File: src/rtl/otter_hazard_pkg.sv
// Shared types and helpers for the OTTER hazard/forwarding unit.
package otter_hazard_pkg;

    typedef enum logic [1:0] {
        RUN      = 2'd0,
        LU_STALL = 2'd1,
        SB_STALL = 2'd2
    } hz_state_t;

    localparam int unsigned SEL_REGFILE = 0;

    function automatic int unsigned sel_width(input int unsigned n_fwd);
        return $clog2(n_fwd + 1);
    endfunction

endpackage

File: src/rtl/fwd_sel_enc.sv
// Forwarding priority encoder: picks the youngest write-back stage writing rs.
module fwd_sel_enc
    import otter_hazard_pkg::*;
#(
    parameter int unsigned N_FWD = 2,
    parameter int unsigned RA_W  = 5,
    parameter int unsigned SEL_W = sel_width(N_FWD)
) (
    input  logic [RA_W-1:0]       i_rs,
    input  logic [N_FWD*RA_W-1:0] i_fwd_rd,
    input  logic [N_FWD-1:0]      i_fwd_regWrite,
    output logic [SEL_W-1:0]      o_sel
);

    // Scan oldest to youngest so the youngest matching stage is the last assignment.
    always_comb begin
        o_sel = SEL_W'(SEL_REGFILE);
        for (int unsigned i = N_FWD; i >= 1; i--) begin
            if (i_fwd_regWrite[i-1] &&
                (i_fwd_rd[(i-1)*RA_W +: RA_W] != '0) &&
                (i_fwd_rd[(i-1)*RA_W +: RA_W] == i_rs)) begin
                o_sel = SEL_W'(i);
            end
        end
    end

endmodule

File: src/rtl/hazard_fwd_unit.sv
// OTTER hazard unit: ID/EX forwarding selects, load-use and scoreboard stalls,
// drain handshake and saturating stall-cycle counters.
module hazard_fwd_unit
    import otter_hazard_pkg::*;
#(
    parameter int unsigned NUM_SRC = 2,
    parameter int unsigned N_FWD   = 2,
    parameter int unsigned RA_W    = 5,
    parameter int unsigned CNT_W   = 16,
    localparam int unsigned SEL_W  = sel_width(N_FWD)
) (
    input  logic                     CLK,
    input  logic                     RST,
    input  logic [NUM_SRC*RA_W-1:0]  id_rs,
    input  logic [NUM_SRC-1:0]       id_rs_used,
    input  logic [NUM_SRC*RA_W-1:0]  ex_rs,
    input  logic [RA_W-1:0]          ex_rd,
    input  logic                     ex_memRead,
    input  logic                     ex_regWrite,
    input  logic [N_FWD*RA_W-1:0]    fwd_rd,
    input  logic [N_FWD-1:0]         fwd_regWrite,
    input  logic                     lng_issue,
    input  logic [RA_W-1:0]          lng_rd,
    input  logic                     lng_done,
    input  logic [RA_W-1:0]          lng_done_rd,
    input  logic                     flush,
    input  logic                     drain_req,
    output logic [NUM_SRC*SEL_W-1:0] ex_fwd_sel,
    output logic [NUM_SRC*SEL_W-1:0] id_fwd_sel,
    output logic                     stall,
    output logic                     drained,
    output logic                     sb_err,
    output logic [CNT_W-1:0]         cnt_lu,
    output logic [CNT_W-1:0]         cnt_sb
);

    localparam int unsigned NREG = 2 ** RA_W;

    logic [NREG-1:0]    r_pend;
    logic [NREG-1:0]    w_pend_nxt;
    logic               r_sb_err;
    logic               w_sb_err_evt;
    hz_state_t          r_state;
    hz_state_t          w_state_nxt;
    logic [CNT_W-1:0]   r_cnt_lu;
    logic [CNT_W-1:0]   r_cnt_sb;
    logic [NUM_SRC-1:0] w_lu_k;
    logic [NUM_SRC-1:0] w_sb_k;
    logic               w_lu_hit;
    logic               w_sb_hit;
    logic               w_stall;

    for (genvar k = 0; k < NUM_SRC; k++) begin : g_src
        fwd_sel_enc #(.N_FWD(N_FWD), .RA_W(RA_W), .SEL_W(SEL_W)) u_ex_enc (
            .i_rs           (ex_rs[k*RA_W +: RA_W]),
            .i_fwd_rd       (fwd_rd),
            .i_fwd_regWrite (fwd_regWrite),
            .o_sel          (ex_fwd_sel[k*SEL_W +: SEL_W])
        );

        fwd_sel_enc #(.N_FWD(N_FWD), .RA_W(RA_W), .SEL_W(SEL_W)) u_id_enc (
            .i_rs           (id_rs[k*RA_W +: RA_W]),
            .i_fwd_rd       (fwd_rd),
            .i_fwd_regWrite (fwd_regWrite),
            .o_sel          (id_fwd_sel[k*SEL_W +: SEL_W])
        );

        assign w_sb_k[k] = id_rs_used[k] && r_pend[id_rs[k*RA_W +: RA_W]] &&
                           (id_rs[k*RA_W +: RA_W] != '0);
        // A source already pending on the scoreboard is attributed to the scoreboard only.
        assign w_lu_k[k] = ex_memRead && ex_regWrite && (ex_rd != '0) && id_rs_used[k] &&
                           (id_rs[k*RA_W +: RA_W] == ex_rd) && !w_sb_k[k];
    end

    assign w_lu_hit = |w_lu_k;
    assign w_sb_hit = |w_sb_k;
    assign w_stall  = (w_lu_hit || w_sb_hit) && !flush;

    assign stall   = w_stall;
    assign drained = drain_req && (r_pend == '0) && !w_stall;
    assign sb_err  = r_sb_err;
    assign cnt_lu  = r_cnt_lu;
    assign cnt_sb  = r_cnt_sb;

    // Set is applied after clear so a same-cycle issue to the same reg wins.
    always_comb begin
        w_pend_nxt = r_pend;
        if (lng_done) begin
            w_pend_nxt[lng_done_rd] = 1'b0;
        end
        if (lng_issue && (lng_rd != '0)) begin
            w_pend_nxt[lng_rd] = 1'b1;
        end
    end

    assign w_sb_err_evt = lng_done && !r_pend[lng_done_rd];

    always_comb begin
        w_state_nxt = r_state;
        unique case (r_state)
            RUN: begin
                if (w_stall && w_sb_hit) begin
                    w_state_nxt = SB_STALL;
                end else if (w_stall && w_lu_hit) begin
                    w_state_nxt = LU_STALL;
                end
            end
            LU_STALL: begin
                w_state_nxt = (w_stall && w_sb_hit) ? SB_STALL : RUN;
            end
            SB_STALL: begin
                if (!w_stall) begin
                    w_state_nxt = RUN;
                end
            end
            default: w_state_nxt = RUN;
        endcase
    end

    always_ff @(posedge CLK or posedge RST) begin
        if (RST) begin
            r_pend   <= '0;
            r_sb_err <= 1'b0;
            r_state  <= RUN;
            r_cnt_lu <= '0;
            r_cnt_sb <= '0;
        end else begin
            r_pend  <= w_pend_nxt;
            r_state <= w_state_nxt;
            if (w_sb_err_evt) begin
                r_sb_err <= 1'b1;
            end
            if ((r_state == LU_STALL) && (r_cnt_lu != '1)) begin
                r_cnt_lu <= r_cnt_lu + CNT_W'(1);
            end
            if ((r_state == SB_STALL) && (r_cnt_sb != '1)) begin
                r_cnt_sb <= r_cnt_sb + CNT_W'(1);
            end
        end
    end

endmodule

File: config.mk
export PLATFORM = sky130hd
export DESIGN_NAME = hazard_fwd_unit
export DESIGN_NICKNAME = d
export VERILOG_FILES = /design/src/rtl/otter_hazard_pkg.sv /design/src/rtl/fwd_sel_enc.sv /design/src/rtl/hazard_fwd_unit.sv
export SDC_FILE = /design/constraint.sdc
export NUM_CORES = 1
export LEC_CHECK = 0
export ABC_AREA = 0
export ABC_CLOCK_PERIOD_IN_PS = 3240
export BUFFER_PORTS_ARGS = -buffer_cell sky130_fd_sc_hd__clkbuf_2
export CAP_MARGIN = 10
export CELL_PAD_IN_SITES_DETAIL_PLACEMENT = 1
export CELL_PAD_IN_SITES_GLOBAL_PLACEMENT = 1
export CORE_MARGIN = 2
export CORE_UTILIZATION = 35
export DETAILED_ROUTE_END_ITERATION = 8
export PLACE_DENSITY = 0.75
export SLEW_MARGIN = 20
export SYNTH_ARGS = -nofsm -noshare
export SYNTH_HDL_FRONTEND = slang
export SYNTH_SLANG_ARGS = --single-unit
export TNS_END_PERCENT = 1
File: constraint.sdc
create_clock -name CLK -period 3.24 [get_ports CLK]
set_clock_uncertainty 0.15 [all_clocks]
set_input_delay 0.324 -clock CLK [delete_from_list [all_inputs] [get_ports CLK]]
set_output_delay 0.324 -clock CLK [all_outputs]
set_load 0.02 [all_outputs]
==> results of run 1 <==
-- synthesized netlist by cell type, types with 3 or more instances --
library cell  instances  share of area
xnor2_1              38          0.074
mux2i_1              19          0.042
nor4_1               16          0.022
nor2_1               12          0.010
nand4_1              10          0.014
nand3_1              33          0.037
or4_1                 7          0.012
mux4_2               14          0.070
o21ai_0              62          0.069
and3_1                3         0.0042
buf_4                 3         0.0050
clkbuf_1             15          0.013
nand2_1              25          0.021
buf_1                 5         0.0042
nor2b_1               6         0.0084
or3b_2                5         0.0097
nor3_1                6         0.0067
inv_1                 6         0.0050
dfrtp_1              67           0.37
nand3b_1             13          0.022
or3_1                 4         0.0056
a21oi_1               5         0.0056
buf_2                 5         0.0056
nand2b_1              3         0.0042
xor2_1               42          0.082
a22oi_1               5         0.0084
and2_1                3         0.0042
and4_1                3         0.0058
-- what timing repair did --
item | in CTS | in global routing
setup buffers | 0 | 0
resized for setup | 0 | 2
hold buffers | 0 | 0
setup endpoints to repair | 0 | 1
-- metal layers --
metal  track usage  routed length [um]  up-vias  share of wire
li1              -                   -     1869              -
met1         0.291                6470     2047           0.44
met2         0.359                7040      175           0.48
met3        0.0637                1040       17          0.071
met4        0.0444                 165        0          0.011
met5             0                   0        -              0
-- worst max-delay path by stage --
stage / end / slack, ns / cells past startpoint
floorplan: drained / 0.51 / 7
global placement: drained / 0.38 / 8
detailed placement: drained / 0.33 / 8
CTS: drained / 0.09 / 7
global route: drained / 0.002 / 7
finish: drained / 0.03 / 7
-- cell usage in the layout (no fill, tap or decap), types with 14 or more instances in the layout --
| master | instances |
|---|---|
| clkbuf_2 | 98 |
| xnor2_1 | 38 |
| mux2i_1 | 19 |
| xor2_1 | 42 |
| dfrtp_1 | 66 |
| o21ai_0 | 62 |
| mux4_2 | 14 |
| nand2_1 | 25 |
| nand3_1 | 33 |
| nor4_1 | 16 |
-- worst max-delay path: stages (launching register included) --
cell and delay (ns):
dfrtp_1 0.48, mux4_1 0.52, mux2i_1 0.14, nand3_1 0.11
o2111a_1 0.18, o31a_1 0.35, nor4_2 0.38, buf_2 0.24
-- report_power, final --
part / switching (uW) / total, uW / internal, uW
Clock: 381 / 1020 / 640
Combinational: 332 / 620 / 288
Sequential: 241 / 1200 / 959
Total: 954 / 2840 / 1890
-- cell type report --
type,instances,area (um^2)
clock buffers,11,253
clock inverters,5,60.1
fillers,1444,7150
inverters,6,22.5
multi-input cells,359,2660
flip-flops and latches,67,1680
well taps,172,215
repair buffers,103,526
-- registers in the layout (all words and copies together) (netlist names) --
register / cells
cnt_lu: 16
cnt_sb: 16
r_pend: 32
sb_err: 1
r_state: 2
-- kinds of logic (layout without fill, tap and decap cells) --
logic type,count (synthesis),after routing
AOI/OAI and AO/OA,89,89
xor gates and xnor gates,80,80
adders and majority gates,2,2
buffers and inverters,35,125
DFF,67,67
muxes,36,36
and+or+nand+nor,152,152
-- metrics by stage --
| stage | hold WS (ns) | util | power [uW] | std cells | setup slack (ns) |
|---|---|---|---|---|---|
| 5_1_grt | 0.0377 | 0.431 | 2960 | 723 | 0.00207 |
| 6_report | 0.0381 | 0.431 | 2840 | 723 | 0.0296 |
| 2_1_floorplan | 0.247 | - | 1540 | 461 | 0.505 |
| 4_1_cts | 0.0321 | 0.431 | 2840 | 723 | 0.0873 |
| 3_3_place_gp | 0.316 | 0.406 | 1780 | 707 | 0.382 |
| 3_5_place_dp | 0.325 | 0.406 | 1820 | 707 | 0.330 |
==> impl_metrics.tcl, run 1 <==
set metrics [dict create \
    p_per_area_mw_per_mm2 525 \
    placementRows 41 \
    die_width_um 117 \
    viasPerCell 5.68 \
    yosys_warnings 0 \
    setup_viol 0 \
    grt_pass1_wl_um 24100 \
    yosysSeqAreaShare 0.373 \
    antenna_cells 0 \
    cts_buffers 9 \
    grt_setup_unrepaired "false" \
    layout.nets 605 \
    fin_crit_ns 3.21 \
    wl_per_cell_um 20.4 \
    drive_above_1_share 0.260 \
    hold_path.class "in -> reg" \
    synthesis.nets 520 \
    critPathKind "reg -> out" \
    status "finished clean" \
    io_pins 100 \
    syn_inst 461 \
    synth_edf_count 0 \
    dr.first_iter.drc_count 279 \
    r2r_cells 6 \
    synthDistinctLibCells 50 \
    grt_pass1_vias 4436 \
    synth-main-ff-cell "dfrtp_1" \
    maxSlewViolCount 0 \
    grt_max_degree 68 \
    cts_buffer_depth 2 \
    fin_setup_tns_ns 0 \
    worstSetupStartpointType "register" \
    ys_ff_latch 67 \
    dieArea_mm2 0.0138 \
    fmax_mhz 311 \
    wirelength_um 14700 \
    required_ns 2.77 \
    setup.worst_path.start "r_pend[29]$_DFF_PP0_" \
    synth_top_family_by_area "simple AND/OR/NAND/NOR gates" \
    fin_area_mm2 0.00541 \
    cts_htree_levels 3 \
    area_growth_pct 20.5 \
    tightest_slew_ns 0.873 \
    grt_overflow_total 0 \
    leakagePower_uw 0.00233 \
    r2r-end "cnt_lu[7]$_DFFE_PP0P_" \
    hold-path-cell-count 2 \
    cts.root.buffer_cell "clkbuf_16" \
    min_from "flush" \
    finalCritPeriodShare 0.991 \
    placed_area_mm2 0.00510 \
    r2r-start "cnt_lu[4]$_DFFE_PP0P_" \
    vias 4108 \
    tritoncts "done" \
    synth.area.mux_share 0.123 \
    timing_hold_violations_final 0 \
    port_buffers 99 \
    synth_fa_ha_area_frac 0.00557 \
    hold_end "r_state[1]$_DFFE_PP0P_" \
    drc_errors 0 \
    synth_compound_area_frac 0.114 \
    postSynthAreaPerCell_um2 9.75 \
    place_congestion 0.895 \
    ant_nets 0 \
    r2r_setup_slack_ns 1.02 \
    synthesis.area_mm2 0.00449 \
    clk_latency_ns 0.33 \
    core_area_mm2 0.0126 \
    synth_xor_area_frac 0.156 \
    cap_violations 0 \
    synth-simple-area-share 0.194 \
    max_slew_margin 0.418 \
    ir_drop_mv 0.380 \
    antenna_found_initial 0 \
    dr.pass1.iters 5 \
    cp-end-kind "output port" \
    grt_usage 0.219 \
    dp_hpwl_um 10600 \
    floorplan.initialDensity 0.357 \
    fp.dieH_um 117 \
    crit_path_max_fanout 5 \
    async_reset_ff_frac 1.00 \
    cts.sinks 67 \
    worst_ep_arrival_time_ns 2.74 \
    clk_pin_slew_ns 0.06 \
]
Note: power is estimated with default switching activity, not from simulation.
==> inputs of run 2 (changes only) <==
--- a/config.mk
+++ b/config.mk
@@ -18,5 +18,6 @@
 export SLEW_MARGIN = 20
 export SYNTH_ARGS = -nofsm -noshare
 export SYNTH_HDL_FRONTEND = slang
+export SYNTH_HIERARCHICAL = 1
 export SYNTH_SLANG_ARGS = --single-unit
 export TNS_END_PERCENT = 1
==> run 2 against run 1 <==
  * Global-route usage is 1.1 points lower
  * Largest power group unchanged
  * Sequential cell count did not move
  * Largest cell class unchanged
  * Critical endpoint unchanged
  * Via count increased by 3.9%
  * Setup slack better by 0.038 ns
  * Non-clock buffer count up 7
  * Fmax increased by 1.2%
  * Synthesized cell count rose by 1.1%
==> impl_metrics.tcl, run 2 <==
set metrics [dict create \
    status "finished clean" \
    final_common_cell "clkbuf_2" \
    antenna_found_initial 0 \
    hold_end "r_state[1]$_DFFE_PP0P_" \
    grt_pass1_vias 4497 \
    async_reset_ff_frac 1.00 \
    r2r-start "cnt_lu[12]$_DFFE_PP0P_" \
    dr.first_iter.drc_count 220 \
    fin_crit_ns 3.17 \
    area_growth_pct 22.2 \
    timing_hold_violations_final 0 \
    r2r_cells 6 \
    ys_ff_latch 67 \
    r2r-end "cnt_lu[6]$_DFFE_PP0P_" \
    fin_area_mm2 0.00561 \
    hold-path-cell-count 2 \
    clk_latency_ns 0.33 \
    yosysSeqAreaShare 0.366 \
    top_register "r_pend" \
    slowest_delay_ns 0.47 \
    leakagePower_uw 0.00241 \
    hold_path.class "in -> reg" \
    grt_pass1_wl_um 23600 \
    setup_viol 0 \
    antenna_cells 0 \
    dieArea_mm2 0.0140 \
    cap_violations 0 \
    grt_setup_unrepaired "true" \
    worst_ep_arrival_time_ns 2.70 \
    p_per_area_mw_per_mm2 495 \
    postSynthAreaPerCell_um2 9.84 \
    ant_nets 0 \
    ctsHoldBuffers 0 \
    drc_errors 0 \
    drive_above_1_share 0.287 \
    place_congestion 0.871 \
    cts_buffer_depth 2 \
    fillers 1502 \
    port_buffers 99 \
    synth_commonest_cells "dfrtp_1, o21ai_0, xnor2_1" \
    synth_edf_count 0 \
    syn_inst 466 \
    yosys_warnings 6 \
    die_width_um 118 \
    multiInputGateArea_mm2 0.00282 \
    cp_cell_sequence "mux4_2, and3_4, a311o_1, o41a_1, nor4_4, buf_4" \
    vias 4267 \
    r2r_setup_slack_ns 0.73 \
    synthesis.area_mm2 0.00459 \
    critPathKind "reg -> out" \
    synthDistinctLibCells 57 \
    floorplan.initialDensity 0.361 \
    dr.pass1.iters 4 \
    required_ns 2.77 \
    fp.dieH_um 118 \
    core_area_mm2 0.0127 \
    synth-main-ff-cell "dfrtp_1" \
    ff_latch_area_mm2 0.00168 \
    grt_max_degree 68 \
    yosysMostFrequentCell "dfrtp_1" \
    min_from "flush" \
    grt_overflow_total 0 \
    viasPerCell 5.69 \
    maxSlewViolCount 0 \
    synth_area_leaders "dfrtp_1, xnor2_1, o21ai_0" \
    crit_path_max_fanout 5 \
    worstSetupStartpointType "register" \
    synthesis.nets 525 \
    power_uw 2770 \
    wirelength_um 14600 \
    final_core_util 0.441 \
    tritoncts "done" \
    clk_pin_slew_ns 0.06 \
    wl_per_cell_um 19.5 \
    placed_area_mm2 0.00526 \
    max_slew_margin 0.417 \
    cts_htree_levels 3 \
    layout.nets 632 \
    cts.root.buffer_cell "clkbuf_16" \
    largest_reg_flops 32 \
    finalCritPeriodShare 0.979 \
    synth.top_cell.area_share 0.366 \
    dp_hpwl_um 10700 \
    placementRows 41 \
    fmax_mhz 315 \
    grt_usage 0.208 \
    cts_buffers 9 \
    io_pins 100 \
    final_cell_mix "clkbuf_2, dfrtp_1, o21ai_0" \
    tightest_slew_ns 0.875 \
    cts.sinks 67 \
    fin_setup_tns_ns 0 \
    yosys.area.top_type "dfrtp_1" \
    cp-end-kind "output port" \
    crit_path_top_delay_cell "mux4_2" \
    ir_drop_mv 0.272 \
]
-- run 2: worst max-delay path by stage --
| stage | from | to |
|---|---|---|
| floorplan | r_pend[12]$_DFF_PP0_ | drained |
| global placement | id_rs[7] | drained |
| detailed placement | id_rs[7] | drained |
| CTS | r_pend[12]$_DFF_PP0_ | drained |
| global route | r_pend[12]$_DFF_PP0_ | drained |
| finish | r_pend[15]$_DFF_PP0_ | drained |
-- run 2: cell type report --
cell class | instances | area share
multi-input combinational | 378 | 0.503
sequential | 67 | 0.299
clock buffer | 10 | 0.0426
clock inverter | 6 | 0.00826
timing repair buffer | 110 | 0.104
tap | 172 | 0.0384
inverter | 7 | 0.00469
-- run 2: cell families (layout without fill, tap and decap cells) --
family / Yosys count / count (layout) / synth area share
flops: 67 / 67 / 0.366
xor+xnor: 72 / 72 / 0.137
fa+ha+maj: 2 / 2 / 0.00545
simple gates: 169 / 169 / 0.207
mux: 35 / 35 / 0.118
compound gates: 100 / 100 / 0.143
buf+inv: 21 / 133 / 0.0235
-- run 2: per-layer routing --
layer / track usage / share of wire
met3: 0.0386 / 0.055
met5: 0 / 0
met4: 0.0580 / 0.017
met1: 0.274 / 0.45
met2: 0.351 / 0.48
-- run 2: power breakdown --
part	total [uW]	leakage, uW	switching (uW)	internal, uW
clock network	926	0.000135	382	544
logic	695	0.00140	373	322
registers	1150	0.000868	191	963
-- run 2: critical path: cells and delay by family (launching register included) --
family / cells / cell delay (ns)
AOI/OAI and AO/OA: 2 / 0.78
DFF: 1 / 0.44
buffers and inverters: 1 / 0.19
and+or+nand+nor: 2 / 0.49
muxes: 1 / 0.47
-- run 2: stage by stage --
stage | cells | hold WS, ns | worst slack (ns)
3_3_place_gp | 729 | 0.313 | 0.146
3_5_place_dp | 729 | 0.310 | 0.146
5_1_grt | 750 | 0.0410 | -0.0236
4_1_cts | 745 | 0.0260 | 0.00485
6_report | 750 | 0.0344 | 0.0672
2_1_floorplan | 466 | 0.241 | 0.298
-- run 2: what timing repair did --
item	CTS	global route
pin swaps	2	4
setup endpoints to repair	1	1
resized for setup	1	6
setup buffers	0	5
==> inputs of run 3 (changes only) <==
--- a/config.mk
+++ b/config.mk
@@ -11,7 +11,7 @@
 export CAP_MARGIN = 10
 export CELL_PAD_IN_SITES_DETAIL_PLACEMENT = 1
 export CELL_PAD_IN_SITES_GLOBAL_PLACEMENT = 1
-export CORE_MARGIN = 2
+export CORE_MARGIN = 5
 export CORE_UTILIZATION = 35
 export DETAILED_ROUTE_END_ITERATION = 8
 export PLACE_DENSITY = 0.75
==> run 3 against run 2 <==
  * Fmax is 0.74% lower
  * Die area rose by 10%
  * Sequential cell count is the same
  * Setup slack worse by 0.024 ns
  * Critical path depth unchanged
  * Design area increased by 1.5%
==> impl_metrics.tcl, run 3 (synthesis gave the netlist of run 2 again) <==
set metrics [dict create \
    status "finished clean" \
    grt_max_degree 26 \
    cts.sinks 67 \
    leakagePower_uw 0.00246 \
    switching_share 0.331 \
    hold-path-cell-count 2 \
    share_comb_of_total_power 0.257 \
    fin_area_mm2 0.00569 \
    ant_nets 0 \
    die_width_um 124 \
    p_clk_frac 0.339 \
    maxSlewViolCount 0 \
    grt_pass1_wl_um 24600 \
    antenna_cells 0 \
    dp_hpwl_um 11400 \
    drive_above_1_share 0.296 \
    largest_reg_flops 32 \
    tightest_slew_ns 0.689 \
    vias 4276 \
    drc_errors 0 \
    r2r-end "cnt_lu[6]$_DFFE_PP0P_" \
    io_pins 100 \
    whs_ns 0.0337 \
    final_core_util 0.447 \
    antenna_found_initial 0 \
    slowest_delay_ns 0.48 \
    power_uw 2840 \
    cap_violations 0 \
    cts_htree_levels 3 \
    place_inst 733 \
    required_ns 2.77 \
    placed_area_mm2 0.00529 \
    pwr-share-seq 0.404 \
    setup_viol 0 \
    grt_overflow_total 0 \
    fmax_mhz 313 \
    layout.nets 642 \
    r2r-start "cnt_lu[11]$_DFFE_PP0P_" \
    tritoncts "done" \
    dr.pass1.iters 4 \
    min_from "flush" \
    fp.dieH_um 124 \
    final_cell_mix "clkbuf_2, dfrtp_1, o21ai_0" \
    switchingPower_uw 940 \
    finalCritPeriodShare 0.987 \
    area_growth_pct 24.0 \
    grt_setup_unrepaired "true" \
    crit_path_top_delay_cell "mux4_2" \
    placementRows 41 \
    worst_ep_arrival_time_ns 2.72 \
    crit_path_max_fanout 4 \
    r2r_cells 6 \
    cts_buffers 9 \
    grt_usage 0.194 \
    port_buffers 99 \
    clk_latency_ns 0.33 \
    ir_drop_mv 0.282 \
    cp_cell_sequence "mux4_2, and3_1, a311o_1, o41a_1, nor4_4, buf_4" \
    wirelength_um 15100 \
    ff_latch_area_mm2 0.00168 \
    timing_hold_violations_final 0 \
    worstSetupStartpointType "register" \
    core_area_mm2 0.0127 \
    p_per_area_mw_per_mm2 500 \
    final_cells 760 \
    dr.first_iter.drc_count 298 \
    hold_end "r_state[1]$_DFFE_PP0P_" \
    p_int_uw 1900 \
    fin_crit_ns 3.20 \
    wl_per_cell_um 19.9 \
    hold_path.class "in -> reg" \
    clk_pin_slew_ns 0.06 \
    cp-end-kind "output port" \
    multiInputGateArea_mm2 0.00282 \
    r2r_setup_slack_ns 0.74 \
    final_common_cell "clkbuf_2" \
    cts_buffer_depth 2 \
    fillers 1487 \
    viasPerCell 5.63 \
    max_slew_margin 0.541 \
    critPathKind "reg -> out" \
    floorplan.initialDensity 0.361 \
    place_congestion 0.850 \
    cts.root.buffer_cell "clkbuf_16" \
    dieArea_mm2 0.0155 \
    top_register "r_pend" \
    grt_pass1_vias 4492 \
]
## run 3: cell types whose count changed in the layout (fill, tap and decap cells not counted), sizes merged
cell         delta
buf             +9
bufinv          +1
clkbuf          -1
clkinv          +2
dlygate4sd3     +1
inv             -2
## run 3: power by group through the flow
stage                     clock network, uW  logic [uW]  registers, uW
after floorplan                           0         407           1130
after global placement                    0         646           1150
after detailed placement                  0         671           1160
after CTS                               987         680           1150
after global routing                   1030         804           1170
final                                   964         730           1150
## run 3: area by class of cell
cell class                 instances  share of cell area
sequential                        67               0.295
inverter                           7             0.00462
tap                              172              0.0378
multi-input combinational        378               0.495
clock inverter                     7              0.0121
timing repair buffer             120               0.116
clock buffer                       9              0.0396
## run 3: metrics by stage
step | TNS (ns) | worst slack (ns)
floorplan | 0 | 0.298
global placement | 0 | 0.145
detailed placement | 0 | 0.117
CTS | 0 | 0.0302
global route | -0.0164 | -0.0164
finish | 0 | 0.0434
## run 3: what timing repair did
item / CTS / global route
setup buffers: 0 / 10
endpoints found under the setup margin: 1 / 1
gates resized for setup: 1 / 4
pin swaps: 3 / 2
hold buffers: 1 / 0
endpoints found under the hold margin: 19 / 0
## run 3: worst max path at each step
stage | start | slack, ns | to | cells past startpoint
4_1_cts | r_pend[12]$_DFF_PP0_ | 0.03 | drained | 7
6_report | r_pend[9]$_DFF_PP0_ | 0.04 | drained | 6
5_1_grt | r_pend[13]$_DFF_PP0_ | -0.02 | drained | 6
3_3_place_gp | id_rs[7] | 0.15 | drained | 9
3_5_place_dp | id_rs[7] | 0.12 | drained | 9
2_1_floorplan | r_pend[12]$_DFF_PP0_ | 0.30 | drained | 6
## run 3: per-layer routing
metal  track usage  vias to the layer above  wire (um)
li1              -                     1982          -
met1         0.258                     2134       6620
met2         0.316                      141       7360
met4        0.0587                        0        198
met5             0                        -          0
met3        0.0437                       19        941
## run 3: worst max-delay path, delay by kind of cell, from the launching register on
family                 cells  cell delay (ns)
AOI/OAI and AO/OA          2             0.77
and+or+nand+nor            2             0.52
muxes                      1             0.48
DFF                        1             0.43
buffers and inverters      1             0.20
